File: src/rtl/eep_arb_if.sv
// +----------------------------------------------------------------------------+
// | eep_arb_if : request/grant and EEPROM pin bundle for the EEPROM arbiter     |
// | Rev 1.0                                                                    |
// +----------------------------------------------------------------------------+
`default_nettype none

interface eep_arb_if;
  logic        dp_req;
  logic [1:0]  dp_addr;
  logic        dp_gnt;
  logic        dp_vld;
  logic        cmd_req;
  logic        cmd_wr;
  logic [1:0]  cmd_addr;
  logic [13:0] cmd_wdata;
  logic        cmd_gnt;
  logic        cmd_done;
  logic [13:0] rd_data;
  logic [13:0] eep_rd_data;
  logic [1:0]  eep_addr;
  logic        eep_cs_n;
  logic        eep_r_w_n;
  logic        chrg_pmp_en;
  logic [13:0] wrt_data;
  logic        busy;

  modport slave (
    input  dp_req, dp_addr, cmd_req, cmd_wr, cmd_addr, cmd_wdata, eep_rd_data,
    output dp_gnt, dp_vld, cmd_gnt, cmd_done, rd_data, eep_addr, eep_cs_n,
           eep_r_w_n, chrg_pmp_en, wrt_data, busy
  );

  modport master (
    output dp_req, dp_addr, cmd_req, cmd_wr, cmd_addr, cmd_wdata, eep_rd_data,
    input  dp_gnt, dp_vld, cmd_gnt, cmd_done, rd_data, eep_addr, eep_cs_n,
           eep_r_w_n, chrg_pmp_en, wrt_data, busy
  );
endinterface

`default_nettype wire

File: src/rtl/eep_arb.sv
// +----------------------------------------------------------------------------+
// | eep_arb : datapath/command arbiter and access sequencer for the 4x14 EEPROM |
// | Option macro EEP_ARB_RR_EN selects round-robin instead of fixed priority.  |
// | Rev 1.0                                                                    |
// +----------------------------------------------------------------------------+
`default_nettype none

module eep_arb #(
  parameter int CHRG_CYCLES = 1500000
) (
  input  wire logic clk,
  input  wire logic rst_n,
  eep_arb_if.slave  bus
);

  localparam int             CW   = $clog2(CHRG_CYCLES + 1);
  localparam logic [CW-1:0]  LOAD = CW'(CHRG_CYCLES - 1);

  typedef enum logic [2:0] {
    S_IDLE     = 3'd0,
    S_RD       = 3'd1,
    S_RD_CAP   = 3'd2,
    S_WR_SETUP = 3'd3,
    S_WR_PUMP  = 3'd4,
    S_WR_DONE  = 3'd5
  } state_t;

  state_t        state, state_d;
  logic [CW-1:0] cnt, cnt_d;
  logic          owner_cmd;
  logic          pick_cmd;
  logic          grant_dp, grant_cmd;

`ifdef EEP_ARB_RR_EN
  // last_cmd resets high so the datapath wins the first contest
  logic last_cmd;

  always_ff @(posedge clk or negedge rst_n) begin
    if (!rst_n)
      last_cmd <= 1'b1;
    else if (grant_dp || grant_cmd)
      last_cmd <= grant_cmd;
  end

  assign pick_cmd = bus.cmd_req && (!bus.dp_req || !last_cmd);
`else
  assign pick_cmd = bus.cmd_req && !bus.dp_req;
`endif

  always_comb begin
    state_d   = state;
    cnt_d     = cnt;
    grant_dp  = 1'b0;
    grant_cmd = 1'b0;
    case (state)
      S_IDLE: begin
        if (pick_cmd) begin
          grant_cmd = 1'b1;
          state_d   = bus.cmd_wr ? S_WR_SETUP : S_RD;
        end else if (bus.dp_req) begin
          grant_dp = 1'b1;
          state_d  = S_RD;
        end
      end
      S_RD:       state_d = S_RD_CAP;
      S_RD_CAP:   state_d = S_IDLE;
      S_WR_SETUP: begin
        state_d = S_WR_PUMP;
        cnt_d   = LOAD;
      end
      S_WR_PUMP: begin
        if (cnt == '0)
          state_d = S_WR_DONE;
        else
          cnt_d = cnt - CW'(1);
      end
      S_WR_DONE:  state_d = S_IDLE;
      default:    state_d = S_IDLE;
    endcase
  end

  // Pin outputs are decoded from the next state so they are registered yet
  // line up with the state they belong to.
  always_ff @(posedge clk or negedge rst_n) begin
    if (!rst_n) begin
      state           <= S_IDLE;
      cnt             <= '0;
      owner_cmd       <= 1'b0;
      bus.dp_gnt      <= 1'b0;
      bus.dp_vld      <= 1'b0;
      bus.cmd_gnt     <= 1'b0;
      bus.cmd_done    <= 1'b0;
      bus.rd_data     <= '0;
      bus.eep_addr    <= '0;
      bus.eep_cs_n    <= 1'b1;
      bus.eep_r_w_n   <= 1'b1;
      bus.chrg_pmp_en <= 1'b0;
      bus.wrt_data    <= '0;
      bus.busy        <= 1'b0;
    end else begin
      state        <= state_d;
      cnt          <= cnt_d;
      bus.dp_gnt   <= grant_dp;
      bus.cmd_gnt  <= grant_cmd;
      if (grant_dp || grant_cmd) begin
        owner_cmd    <= grant_cmd;
        bus.eep_addr <= grant_cmd ? bus.cmd_addr : bus.dp_addr;
      end
      if (grant_cmd && bus.cmd_wr)
        bus.wrt_data <= bus.cmd_wdata;
      if (state == S_RD_CAP)
        bus.rd_data <= bus.eep_rd_data;
      bus.dp_vld      <= (state == S_RD_CAP) && !owner_cmd;
      bus.cmd_done    <= ((state == S_RD_CAP) && owner_cmd) || (state_d == S_WR_DONE);
      bus.eep_cs_n    <= (state_d == S_IDLE) || (state_d == S_WR_DONE);
      bus.eep_r_w_n   <= !((state_d == S_WR_SETUP) || (state_d == S_WR_PUMP));
      bus.chrg_pmp_en <= (state_d == S_WR_PUMP);
      bus.busy        <= (state_d != S_IDLE);
    end
  end

endmodule

`default_nettype wire

File: src/flat_wrapper.sv
// flat-port wrapper written by rule: the top's interface ports become plain ports
module eep_arb_flat 
#(
  parameter int CHRG_CYCLES = 1500000
)
  (clk, rst_n, bus_dp_req, bus_dp_addr, bus_cmd_req, bus_cmd_wr, bus_cmd_addr, bus_cmd_wdata, bus_eep_rd_data, bus_dp_gnt, bus_dp_vld, bus_cmd_gnt, bus_cmd_done, bus_rd_data, bus_eep_addr, bus_eep_cs_n, bus_eep_r_w_n, bus_chrg_pmp_en, bus_wrt_data, bus_busy);
  eep_arb_if bus_i ();
  input  wire logic clk;
  input  wire logic rst_n;
  input wire logic [$bits(bus_i.dp_req)-1:0] bus_dp_req;
  input wire logic [$bits(bus_i.dp_addr)-1:0] bus_dp_addr;
  input wire logic [$bits(bus_i.cmd_req)-1:0] bus_cmd_req;
  input wire logic [$bits(bus_i.cmd_wr)-1:0] bus_cmd_wr;
  input wire logic [$bits(bus_i.cmd_addr)-1:0] bus_cmd_addr;
  input wire logic [$bits(bus_i.cmd_wdata)-1:0] bus_cmd_wdata;
  input wire logic [$bits(bus_i.eep_rd_data)-1:0] bus_eep_rd_data;
  output wire logic [$bits(bus_i.dp_gnt)-1:0] bus_dp_gnt;
  output wire logic [$bits(bus_i.dp_vld)-1:0] bus_dp_vld;
  output wire logic [$bits(bus_i.cmd_gnt)-1:0] bus_cmd_gnt;
  output wire logic [$bits(bus_i.cmd_done)-1:0] bus_cmd_done;
  output wire logic [$bits(bus_i.rd_data)-1:0] bus_rd_data;
  output wire logic [$bits(bus_i.eep_addr)-1:0] bus_eep_addr;
  output wire logic [$bits(bus_i.eep_cs_n)-1:0] bus_eep_cs_n;
  output wire logic [$bits(bus_i.eep_r_w_n)-1:0] bus_eep_r_w_n;
  output wire logic [$bits(bus_i.chrg_pmp_en)-1:0] bus_chrg_pmp_en;
  output wire logic [$bits(bus_i.wrt_data)-1:0] bus_wrt_data;
  output wire logic [$bits(bus_i.busy)-1:0] bus_busy;
  assign bus_i.dp_req = bus_dp_req;
  assign bus_i.dp_addr = bus_dp_addr;
  assign bus_i.cmd_req = bus_cmd_req;
  assign bus_i.cmd_wr = bus_cmd_wr;
  assign bus_i.cmd_addr = bus_cmd_addr;
  assign bus_i.cmd_wdata = bus_cmd_wdata;
  assign bus_i.eep_rd_data = bus_eep_rd_data;
  assign bus_dp_gnt = bus_i.dp_gnt;
  assign bus_dp_vld = bus_i.dp_vld;
  assign bus_cmd_gnt = bus_i.cmd_gnt;
  assign bus_cmd_done = bus_i.cmd_done;
  assign bus_rd_data = bus_i.rd_data;
  assign bus_eep_addr = bus_i.eep_addr;
  assign bus_eep_cs_n = bus_i.eep_cs_n;
  assign bus_eep_r_w_n = bus_i.eep_r_w_n;
  assign bus_chrg_pmp_en = bus_i.chrg_pmp_en;
  assign bus_wrt_data = bus_i.wrt_data;
  assign bus_busy = bus_i.busy;
  eep_arb #(.CHRG_CYCLES(CHRG_CYCLES)) u_core (.clk(clk), .rst_n(rst_n), .bus(bus_i));
endmodule
File: config.mk
export PLATFORM = sky130hd
export DESIGN_NAME = eep_arb_flat
export DESIGN_NICKNAME = d
export VERILOG_FILES = /design/src/rtl/eep_arb_if.sv /design/src/rtl/eep_arb.sv /design/src/flat_wrapper.sv
export SDC_FILE = /design/constraint.sdc
export NUM_CORES = 1
export LEC_CHECK = 0
export ABC_AREA = 0
export CAP_MARGIN = 20
export CELL_PAD_IN_SITES_DETAIL_PLACEMENT = 1
export CELL_PAD_IN_SITES_GLOBAL_PLACEMENT = 1
export CORE_ASPECT_RATIO = 0.5
export CORE_MARGIN = 4
export CORE_UTILIZATION = 35
export CTS_BUF_LIST = sky130_fd_sc_hd__clkbuf_2 sky130_fd_sc_hd__clkbuf_4 sky130_fd_sc_hd__clkbuf_8
export CTS_CLUSTER_DIAMETER = 30
export DETAILED_ROUTE_END_ITERATION = 10
export PLACE_DENSITY_LB_ADDON = 0.1
export SLEW_MARGIN = 25
export SYNTH_ARGS = -nofsm -noshare
export SYNTH_HDL_FRONTEND = slang
export SYNTH_SLANG_ARGS = --single-unit
File: constraint.sdc
create_clock -name clk -period 1.7 [get_ports clk]
set_input_delay 0.34 -clock clk [delete_from_list [all_inputs] [get_ports clk]]
set_output_delay 0.34 -clock clk [all_outputs]
set_load 0.01 [all_outputs]
### Word level (Yosys, flattened, before mapping)

Cells that the tools add are included.

* $add $sub $neg: 1
* multiplexer cells: 13
* reduce and logical (&&, ||, !) cells: 17
* eq/ne operators: 8

Operators with widths (count)
* case mux 21 bit (2 select lines): 1
* logical NOT 21 bit: 1
* two-way mux 21 bit: 1
* subtractor 21 x 1 -> 21 bit (second input constant): 1
* case mux 3 bit (4 select lines): 1
* equality test 3 x 2 -> 1 bit (second input constant): 3
* equality test 3 bit (second input constant): 3
* two-way mux 3 bit: 3
* logical NOT 3 bit: 2
* two-way mux 1 bit: 5
* logical AND 1 bit: 4
* logical OR 1 bit: 4
* two-way mux 2 bit: 2
* equality test 3 x 1 -> 1 bit (second input constant): 1
* logical NOT 1 bit: 3
* nonzero test 3 bit: 1
* != test 2 bit (second input constant): 1
* AND reduction 2 bit: 1
* nonzero test 2 bit: 1

* register bits: 63
* output and inout bits: 38
* word-level logic and storage cells: 53
* input port bits: 37

### Longest topological paths before layout

Gate-level depths: netlist (run 1).

* word-level depth: 7
* depth in mapped cells: 8
* gate-level depth less buffers: 7

### Worst setup path before layout (run 1)

Ideal clock, no wire load.

* kind: register to register
* from: register u_core.cnt[3]
* to: register u_core.cnt[9]
* arrival: 1734 ps
* stages on the path, launching flop included: 6
* required time: 1568 ps
* clock period less this slack: 1866 ps
* path buffers: 0
* library setup time: 132 ps
* slack: -166 ps
* cell sequence: dfrtp_1 > or3_1 > nor4_4 > nand2_2 > o21ai_1 > or3b_1

* cells in the longest elaborated chain, start to end: 3
* elaborated cells on any way between the ends: 6
* those cells by class: 1 x add/sub; 1 x eq/ne; 2 x mux; 2 x reduce/logical

RTL lines
* from (decl): RTL line eep_arb.sv:29 `logic [CW-1:0] cnt, cnt_d;`
* from (signal assigned): RTL line eep_arb.sv:102 `cnt <= cnt_d;`
* subtractor 21 x 1 -> 21 bit or logical NOT 21 bit (tied branches): RTL line eep_arb.sv:75, eep_arb.sv:72
* two-way mux 21 bit or != test 2 bit (tied branches)
* case mux 21 bit (2 select lines) or AND reduction 2 bit (tied branches)

Several ways; a longest one is shown, not always the timed one. The select of a mux whose other input is x is not followed.
A chain may end at the register's enable or synchronous reset.

### Worst setup path after layout (run 1)

* from: register u_core.cnt[0]
* to: register u_core.cnt[19]

The elaborated chain is that of the path after synthesis.

==> summary by stage, run 1 <==
Drt
After detailed routing, the average wire length per cell comes to 20.1 um. The total via count in the routed design is 2542. In this run the remaining antenna-violating nets after routing total 0. The final routed DRC violation total is 0. The total iterations of the first detailed-routing run is 4. The first-iteration detailed-routing DRC count is 68. The via density per instance is 5.11. Wires add up to 10000 um.

Run status
The flow ran to the end, but the final reports show violations. The final reports fail on setup timing.

Critical path
The worst register-to-register path has a setup slack of -280 ps. The worst register-to-register path ends at u_core.cnt[19]. The startpoint of the most critical register-to-register path is u_core.cnt[0]. Measured in cells, the most critical reg-to-reg path has a length of 7. At the worst endpoint, the arrival time is 2250 ps. The worst setup path is launched from a register.

The nature of the critical path endpoint is a register. At the worst endpoint, the required time is 1970 ps. The critical path in this run is classified as reg -> reg. The maximum fanout along the worst path is 4.

The critical path ends at u_core.cnt[19]. The critical path startpoint is u_core.cnt[0].

Place
Counting tap cells, the placed design contains a total of 457 instances. The placed cell area is 0.00410 mm^2. The global placer's final weighted congestion is 0.816. The HPWL after detailed placement is 6130 um.

Buffers placed on the I/O ports in this run total 74.

Yosys
During synthesis, Yosys emitted a total of 0 warnings. The synthesized netlist cell count is 232. In this run, synthesis produced a sequential element count of 63. For this run, the register share of the synthesized area comes to 56.7%.

The post-synth design cell area is 0.00278 mm^2. The distinct cell type count of the synthesized netlist is 53. The post-synth net total is 271. After synthesis, the largest area contributor takes up 54.8% of total cell area.

The cell taking the most area after synthesis is sky130_fd_sc_hd__dfrtp_1. In the post-synthesis netlist, the biggest area contributors are sky130_fd_sc_hd__dfrtp_1 (55%), sky130_fd_sc_hd__mux2_2 (11%), sky130_fd_sc_hd__xor2_1 (2.2%). The synthesized design contains 0 enable-type register cells. For this run, the leading register cell type out of synthesis is sky130_fd_sc_hd__dfrtp_1. The share of flip-flops with an asynchronous set or reset is 100%.

The per-instance average area after synthesis is 12.0 um^2.

STA
The transition at the pin with the smallest max-transition slack is 567 ps. Setup violations remaining at the end of the flow were counted as 24. The worst pin sits at a relative slew slack of 62.2%.

The top achievable clock speed is 504 MHz. The worst path uses 117% of the clock period. The max-slew violation count was 0.

The hold violation total from the final report is 0. The final critical path time including I/O delays and setup is 1980 ps. Setup slack on the critical path of the routed design comes to -284 ps. The largest clock skew in the final design is 7.25 ps. Setup repair after global routing could not meet its margin everywhere.

Floorplanning
The number of top-level pins is 75. The die is 71.1 um tall. In this run the standard cell core region covers 0.00751 mm^2.

The row count is 22. The die area is 0.00953 mm^2. Once the floorplan was initialized, standard cells occupied 37.0% of the core.

The horizontal die dimension is 134 um.

Clock tree
The library cell used as clock root buffer is sky130_fd_sc_hd__clkbuf_8. The maximum clock insertion buffer count is 2. The number of buffers created by CTS is 9. TritonCTS built the clock tree.

Clock-pin slew was measured on the worst setup and hold paths at 70 ps. The TritonCTS sink count is 63. The latest clock arrival within the worst-skew pair is 360 ps. The H-tree was split into 3 levels.

Job
Max-cap violations in this run came to 0.

Cells and area
The fraction of layout instances using a drive strength above 1 is 45.2%. The final layout contains 423 nets. The library cells used most frequently in the layout, excluding fill and tap cells, are sky130_fd_sc_hd__clkdlybuf4s50_1 (71), sky130_fd_sc_hd__dfrtp_1 (61), sky130_fd_sc_hd__buf_4 (58). The area added between synthesis and finish is 73.3%. The antenna diode count is 0.

After the flow finishes, the layout carries non-filler instances totaling 497. Leaving out fill and tap cells, the most frequent cell in the layout is sky130_fd_sc_hd__clkdlybuf4s50_1. The finished cells cover 0.00482 mm^2.

Global routing
For this run, the total global-route usage over all layers was measured as 20.6%. Entering global routing, the biggest net connects 28 pins. Global routing finished with a remaining overflow of 0. The number of antenna violations at the first check in global routing is 0. The number of global-route vias before repair is 2837. The global-route wire length before repair is 15100 um.

Worst hold path
The min-delay analysis places its worst path in the category reg -> reg. The number of stages on the worst hold path is 1.

Power
The leakage dissipation is 2.02 nW. The power density over the cells is 1400 mW/mm^2. Across the VDD grid, the largest voltage drop is 0.868 mV.
sequential cells by signal, indices dropped and copies added, names as in the netlist:
register / count
u_core.bus.dp_vld: 1
u_core.bus.cmd_done: 1
u_core.bus.busy: 1
u_core.owner_cmd: 1
u_core.bus.eep_addr: 2
u_core.bus.wrt_data: 14
u_core.bus.chrg_pmp_en: 1
u_core.bus.cmd_gnt: 1
u_core.bus.rd_data: 14
u_core.bus.dp_gnt: 1
u_core.cnt: 21
u_core.state: 3
u_core.bus.eep_cs_n: 1
u_core.bus.eep_r_w_n: 1
worst max-delay path, stage by stage (launching register included):
cell	delay (ps)
sky130_fd_sc_hd__dfrtp_1	400
sky130_fd_sc_hd__inv_2	90
sky130_fd_sc_hd__ha_2	190
sky130_fd_sc_hd__nor2b_4	190
sky130_fd_sc_hd__nand4_4	150
sky130_fd_sc_hd__or3_4	450
sky130_fd_sc_hd__nand4_1	180
sky130_fd_sc_hd__mux2i_1	240
how the worst min path moves through the flow:
stage                     start                 to  slack (ps)
2_1_floorplan             rst_n    u_core.bus.busy          40
3_3_place_gp              rst_n     u_core.cnt[20]         340
3_5_place_dp              rst_n     u_core.cnt[20]         360
4_1_cts        u_core.owner_cmd  u_core.bus.dp_vld         480
5_1_grt        u_core.owner_cmd  u_core.bus.dp_vld         500
6_report       u_core.owner_cmd  u_core.bus.dp_vld         470
where the power goes:
part / internal [mW] / switching (mW)
clock network: 0.536 / 0.620
logic: 1.88 / 1.30
registers: 2.08 / 0.343
per-layer routing:
layer  GRT usage (%)  part of all wire [%]  vias to the layer above
met5               0                     0                        -
met4            4.51                   2.7                        0
met3            8.66                   6.6                       29
met2            38.8                    52                       76
met1            21.8                    39                     1290
li1                -                     -                     1147
cells by family (layout without fill, tap and decap cells):
| family | Yosys count | count (layout) | synth area share [%] |
|---|---|---|---|
| DFF | 63 | 63 | 56.7 |
| adders and majority gates | 2 | 2 | 0.899 |
| AOI/OAI and AO/OA | 32 | 32 | 7.69 |
| and+or+nand+nor | 81 | 81 | 17.4 |
| muxes | 32 | 32 | 12.8 |
| xor gates and xnor gates | 7 | 7 | 2.20 |
| buffers and inverters | 15 | 172 | 2.29 |
metrics by stage:
step / power [mW] / setup TNS [ps] / util [%] / hold WS, ps / setup slack, ps
final: 6.75 / -2710 / 64.2 / 471 / -284
after global routing: 7.14 / -4440 / 64.2 / 497 / -316
after CTS: 6.61 / -1700 / 61.2 / 477 / -149
after detailed placement: 5.18 / -1660 / 54.6 / 360 / -131
after global placement: 5.01 / -555 / 54.6 / 344 / -85.3
after floorplan: 3.56 / -517 / - / 44.4 / -132
repair_timing:
item | 4_1_cts | 5_1_grt
cloned | 1 | 0
setup endpoints to repair | 42 | 42
setup buffers | 11 | 12
gates resized for setup | 52 | 35
hold endpoints to repair | 17 | 0
hold buffers | 1 | 0
pin swaps | 15 | 14
synthesized netlist by cell type (all sizes together) (3+ instances only):
cell type  count
nand2         17
nand3          5
a21oi          4
or2            3
nor4           4
nor3          12
o31ai          3
o21ai          7
clkbuf         7
a31oi          5
inv            3
xor2           7
nor2          13
dfrtp         61
nand4          5
or3            5
mux2i          4
mux2          28
nor2b          4
buf            5
final cells by class:
cell class | instances | area (um^2)
Clock buffer | 10 | 131
Clock inverter | 6 | 37.5
Fill cell | 744 | 2690
Inverter | 3 | 11.3
Multi-Input combinational cell | 154 | 1480
Sequential cell | 63 | 1580
Tap cell | 108 | 135
Timing Repair Buffer | 153 | 1450
Note: power is estimated with default switching activity, not from simulation.
==> run 2: changes to the inputs <==
==> constraint.sdc (replaced) <==
create_clock -name clk -period 1.7 [get_ports clk]
set_input_delay 0.34 -clock clk [delete_from_list [all_inputs] [get_ports clk]]
set_output_delay 0.34 -clock clk [all_outputs]
set_load 0.02 [all_outputs]
==> run 2 against run 1 <==
The run still ends with setup timing left. Clock skew about the same. Final cell count unchanged. Non-clock buffer count unchanged. Count of clock-buffer cells in the layout unchanged. Total power increased by 3.4%. Hold slack about the same. Combinational power increased by 7.6%. Sequential power about the same. First-iteration DRC count decreased by 1.5%. Worst setup slack got worse by 4.1 ps. Register-to-register slack about the same. Largest cell class unchanged.
==> summary by stage, run 2 (same netlist as run 1, synthesis figures left out) <==
Run status
Run status: finished with violations (unchanged). Violated checks: setup timing (unchanged).

STA
Setup repair after global routing missed its margin: yes (unchanged). The final critical path time including I/O delays and setup is 1990 ps (was 1980 ps). The setup violation total in the final timing report came to 24 (unchanged).

The worst max-slew margin expressed relative to the limit is 62.3% (was 62.2%). The hold violation total from the final report is 0 (unchanged). The max-slew violation count was 0 (unchanged). The transition at the pin with the smallest max-transition slack was 566 ps (was 567 ps).

The top achievable clock speed is 503 MHz (was 504 MHz). The period utilization is 117% (about the same). The sum of negative setup slack was -2850 ps (was -2710 ps). The largest clock skew in the final design came to 7.58 ps (was 7.25 ps).

The worst-case setup margin in the final layout is -288 ps (was -284 ps).

Clock tree
The number of levels in the clock H-tree is 3 (unchanged). The maximum clock insertion buffer count is 2 (unchanged). The TritonCTS sink count is 63 (unchanged). The library cell used as clock root buffer is sky130_fd_sc_hd__clkbuf_8 (unchanged). The latest clock arrival within the worst-skew pair is 360 ps (about the same).

The TritonCTS clock tree is built (unchanged). The CTS clock-pin slew for the worst setup and hold paths is 70 ps (about the same). The number of buffers created by CTS came to 9 (unchanged).

Place
The global placer's final weighted congestion is 0.816 (unchanged). The number of port buffers is 74 (unchanged). The placed cell area is 0.00410 mm^2 (unchanged). The estimated wirelength of the detail-placed design is 6130 um (unchanged).

Floorplanning
The initial core utilization is 37.0% (unchanged). The horizontal die dimension came to 134 um (unchanged). The number of top-level pins was 75 (unchanged). The row count is 22 (unchanged). The die area is 0.00953 mm^2 (unchanged).

The height of the chip is 71.1 um (unchanged). The core area was 0.00751 mm^2 (unchanged).

Cells and area
The post-layout utilization of the core is 64.6% (was 64.2%). The area added between synthesis and finish is 74.3% (was 73.3%). The count of fill cells added during filler insertion is 745 (was 744). The most common cell after layout, fill and taps aside is sky130_fd_sc_hd__dfrtp_1 (was sky130_fd_sc_hd__clkdlybuf4s50_1).

Largest registers in the final layout: u_core.cnt: 21 flops, u_core.bus.rd_data: 14 flops, u_core.bus.wrt_data: 14 flops (unchanged). The layout net count was 423 (unchanged). The register ranked first by flip-flop count is u_core.cnt (unchanged).

The antenna diode count is 0 (unchanged). The fraction of layout instances using a drive strength above 1 is 45.2% (unchanged). Most frequent cells in the layout: sky130_fd_sc_hd__dfrtp_1 (61), sky130_fd_sc_hd__buf_4 (58), sky130_fd_sc_hd__clkdlybuf4s50_1 (47) (was sky130_fd_sc_hd__clkdlybuf4s50_1 (71), sky130_fd_sc_hd__dfrtp_1 (61), sky130_fd_sc_hd__buf_4 (58)).

The flip-flop count of the largest register after layout is 21 (unchanged). The final cell area excluding filler cells is 0.00485 mm^2 (was 0.00482 mm^2).

Power
The leakage dissipation was 2.19 nW (was 2.02 nW). The power density over the cells was 1440 mW/mm^2 (was 1400 mW/mm^2). The maximum ir drop on the vdd rail is 0.924 mV (was 0.868 mV).

Critical path
The critical path launch point type is a register (unchanged). The worst flop-to-flop path endpoint was u_core.cnt[19] (unchanged). The maximum fanout along the worst path was 4 (unchanged). The register-to-register setup slack is -290 ps (was -280 ps).

The nature of the critical path endpoint is a register (unchanged). The number of cell instances on the worst register-to-register path was 7 (unchanged). The startpoint of the most critical register-to-register path is u_core.cnt[0] (unchanged). The number of buffers and inverters on the critical path was 1 (unchanged).

The dominant delay contributor by cell family on the critical path is simple AND/OR/NAND/NOR gates (unchanged). The critical path's largest stage delay is 440 ps (was 450 ps). The data required time of the critical path came to 1970 ps (about the same). The critical path startpoint is u_core.cnt[0] (unchanged). The data arrival time of the worst path is 2260 ps (was 2250 ps). The critical path's slowest cell is sky130_fd_sc_hd__or3_4 (unchanged). The type of the worst setup path is reg -> reg (unchanged). Cell Chain, Critical Path: inv_2 > ha_2 > nor2b_4 > nand4_4 > or3_4 > nand4_1 > mux2i_1 (unchanged).

Global routing
The largest net degree at the start of global routing is 28 (unchanged). The number of global-route vias before repair is 2837 (unchanged). The number of antenna violations at the first check in global routing is 0 (unchanged). The global-route wire length before repair is 15100 um (unchanged). The overall routing resource usage is 20.6% (unchanged). The global route total overflow came to 0 (unchanged).

Drt
The antenna violation net count after detailed routing came to 0 (unchanged). The first-iteration detailed-routing DRC count is 67 (was 68). The total via count in the routed design is 2542 (unchanged). The final routed DRC violation total is 0 (unchanged).

The final routed wire length divided by cell count is 20.3 um (was 20.1 um). The total length of routed wires is 10100 um (was 10000 um). The via density per instance came to 5.11 (unchanged).

The total iterations of the first detailed-routing run is 4 (unchanged).

Worst hold path
The type of the most critical hold path was reg -> reg (unchanged). The endpoint of the worst hold path is u_core.bus.dp_vld (unchanged). The start point of the worst hold path is u_core.owner_cmd (unchanged). The number of stages on the worst hold path is 1 (unchanged).

Job
The count of max-cap constraint violations came to 0 (unchanged).
## run 2: report_power, final
part | switching, mW | internal (mW) | total (mW)
registers | 0.336 | 2.08 | 2.41
logic | 1.64 | 1.77 | 3.41
clock network | 0.618 | 0.536 | 1.15
## run 2: cell type report
type | count | area [um^2] | area share, %
clock buffer | 10 | 131 | 2.71
sequential | 63 | 1580 | 32.5
timing repair buffer | 153 | 1480 | 30.5
tap | 108 | 135 | 2.78
multi-input combinational | 154 | 1480 | 30.5
clock inverter | 6 | 37.5 | 0.773
inverter | 3 | 11.3 | 0.232
## run 2: worst max path at each step
stage	endpoint	depth (start not counted)
after global placement	u_core.cnt[19]	5
final	u_core.cnt[19]	7
after detailed placement	u_core.cnt[9]	5
after global routing	u_core.cnt[19]	7
after floorplan	u_core.cnt[9]	6
after CTS	u_core.cnt[9]	5
## run 2: worst reg2reg max path, stage by stage, from the launching register on
cell	delay, ps
sky130_fd_sc_hd__dfrtp_1	400
sky130_fd_sc_hd__inv_2	90
sky130_fd_sc_hd__ha_2	190
sky130_fd_sc_hd__nor2b_4	190
sky130_fd_sc_hd__nand4_4	150
sky130_fd_sc_hd__or3_4	450
sky130_fd_sc_hd__nand4_1	180
sky130_fd_sc_hd__mux2i_1	250
## run 2: through the flow
stage          setup slack, ps  hold WS [ps]  power, mW  std cells
5_1_grt                   -316           497       7.37        497
3_3_place_gp             -85.3           344       5.35        457
2_1_floorplan             -132          44.4       3.89        232
3_5_place_dp              -131           360       5.51        457
4_1_cts                   -149           477       6.88        486
6_report                  -288           471       6.98        497
## run 2: layer usage
layer / up-vias / track usage [%] / wire, um
met5: - / 0 / 0
met4: 0 / 4.51 / 306
met3: 30 / 8.66 / 683
met2: 80 / 38.8 / 5240
met1: 1287 / 21.8 / 3850
li1: 1145 / - / -
## run 2: timing repair
item	in CTS	in global routing
gates cloned	1	0
buffers inserted	11	12
hold endpoints to repair	17	0
endpoints found under the setup margin	50	58
hold buffers	1	0
gates resized for setup	60	51
pin swaps	15	14
==> run 3: changes to the inputs <==
--- a/config.mk
+++ b/config.mk
@@ -13,7 +13,6 @@
 export CORE_MARGIN = 4
 export CORE_UTILIZATION = 35
 export CTS_BUF_LIST = sky130_fd_sc_hd__clkbuf_2 sky130_fd_sc_hd__clkbuf_4 sky130_fd_sc_hd__clkbuf_8
-export CTS_CLUSTER_DIAMETER = 30
 export DETAILED_ROUTE_END_ITERATION = 10
 export PLACE_DENSITY_LB_ADDON = 0.1
 export SLEW_MARGIN = 25
==> results of run 3 <==
No change in the layout: final DEF, timing and power equal those of run 2.
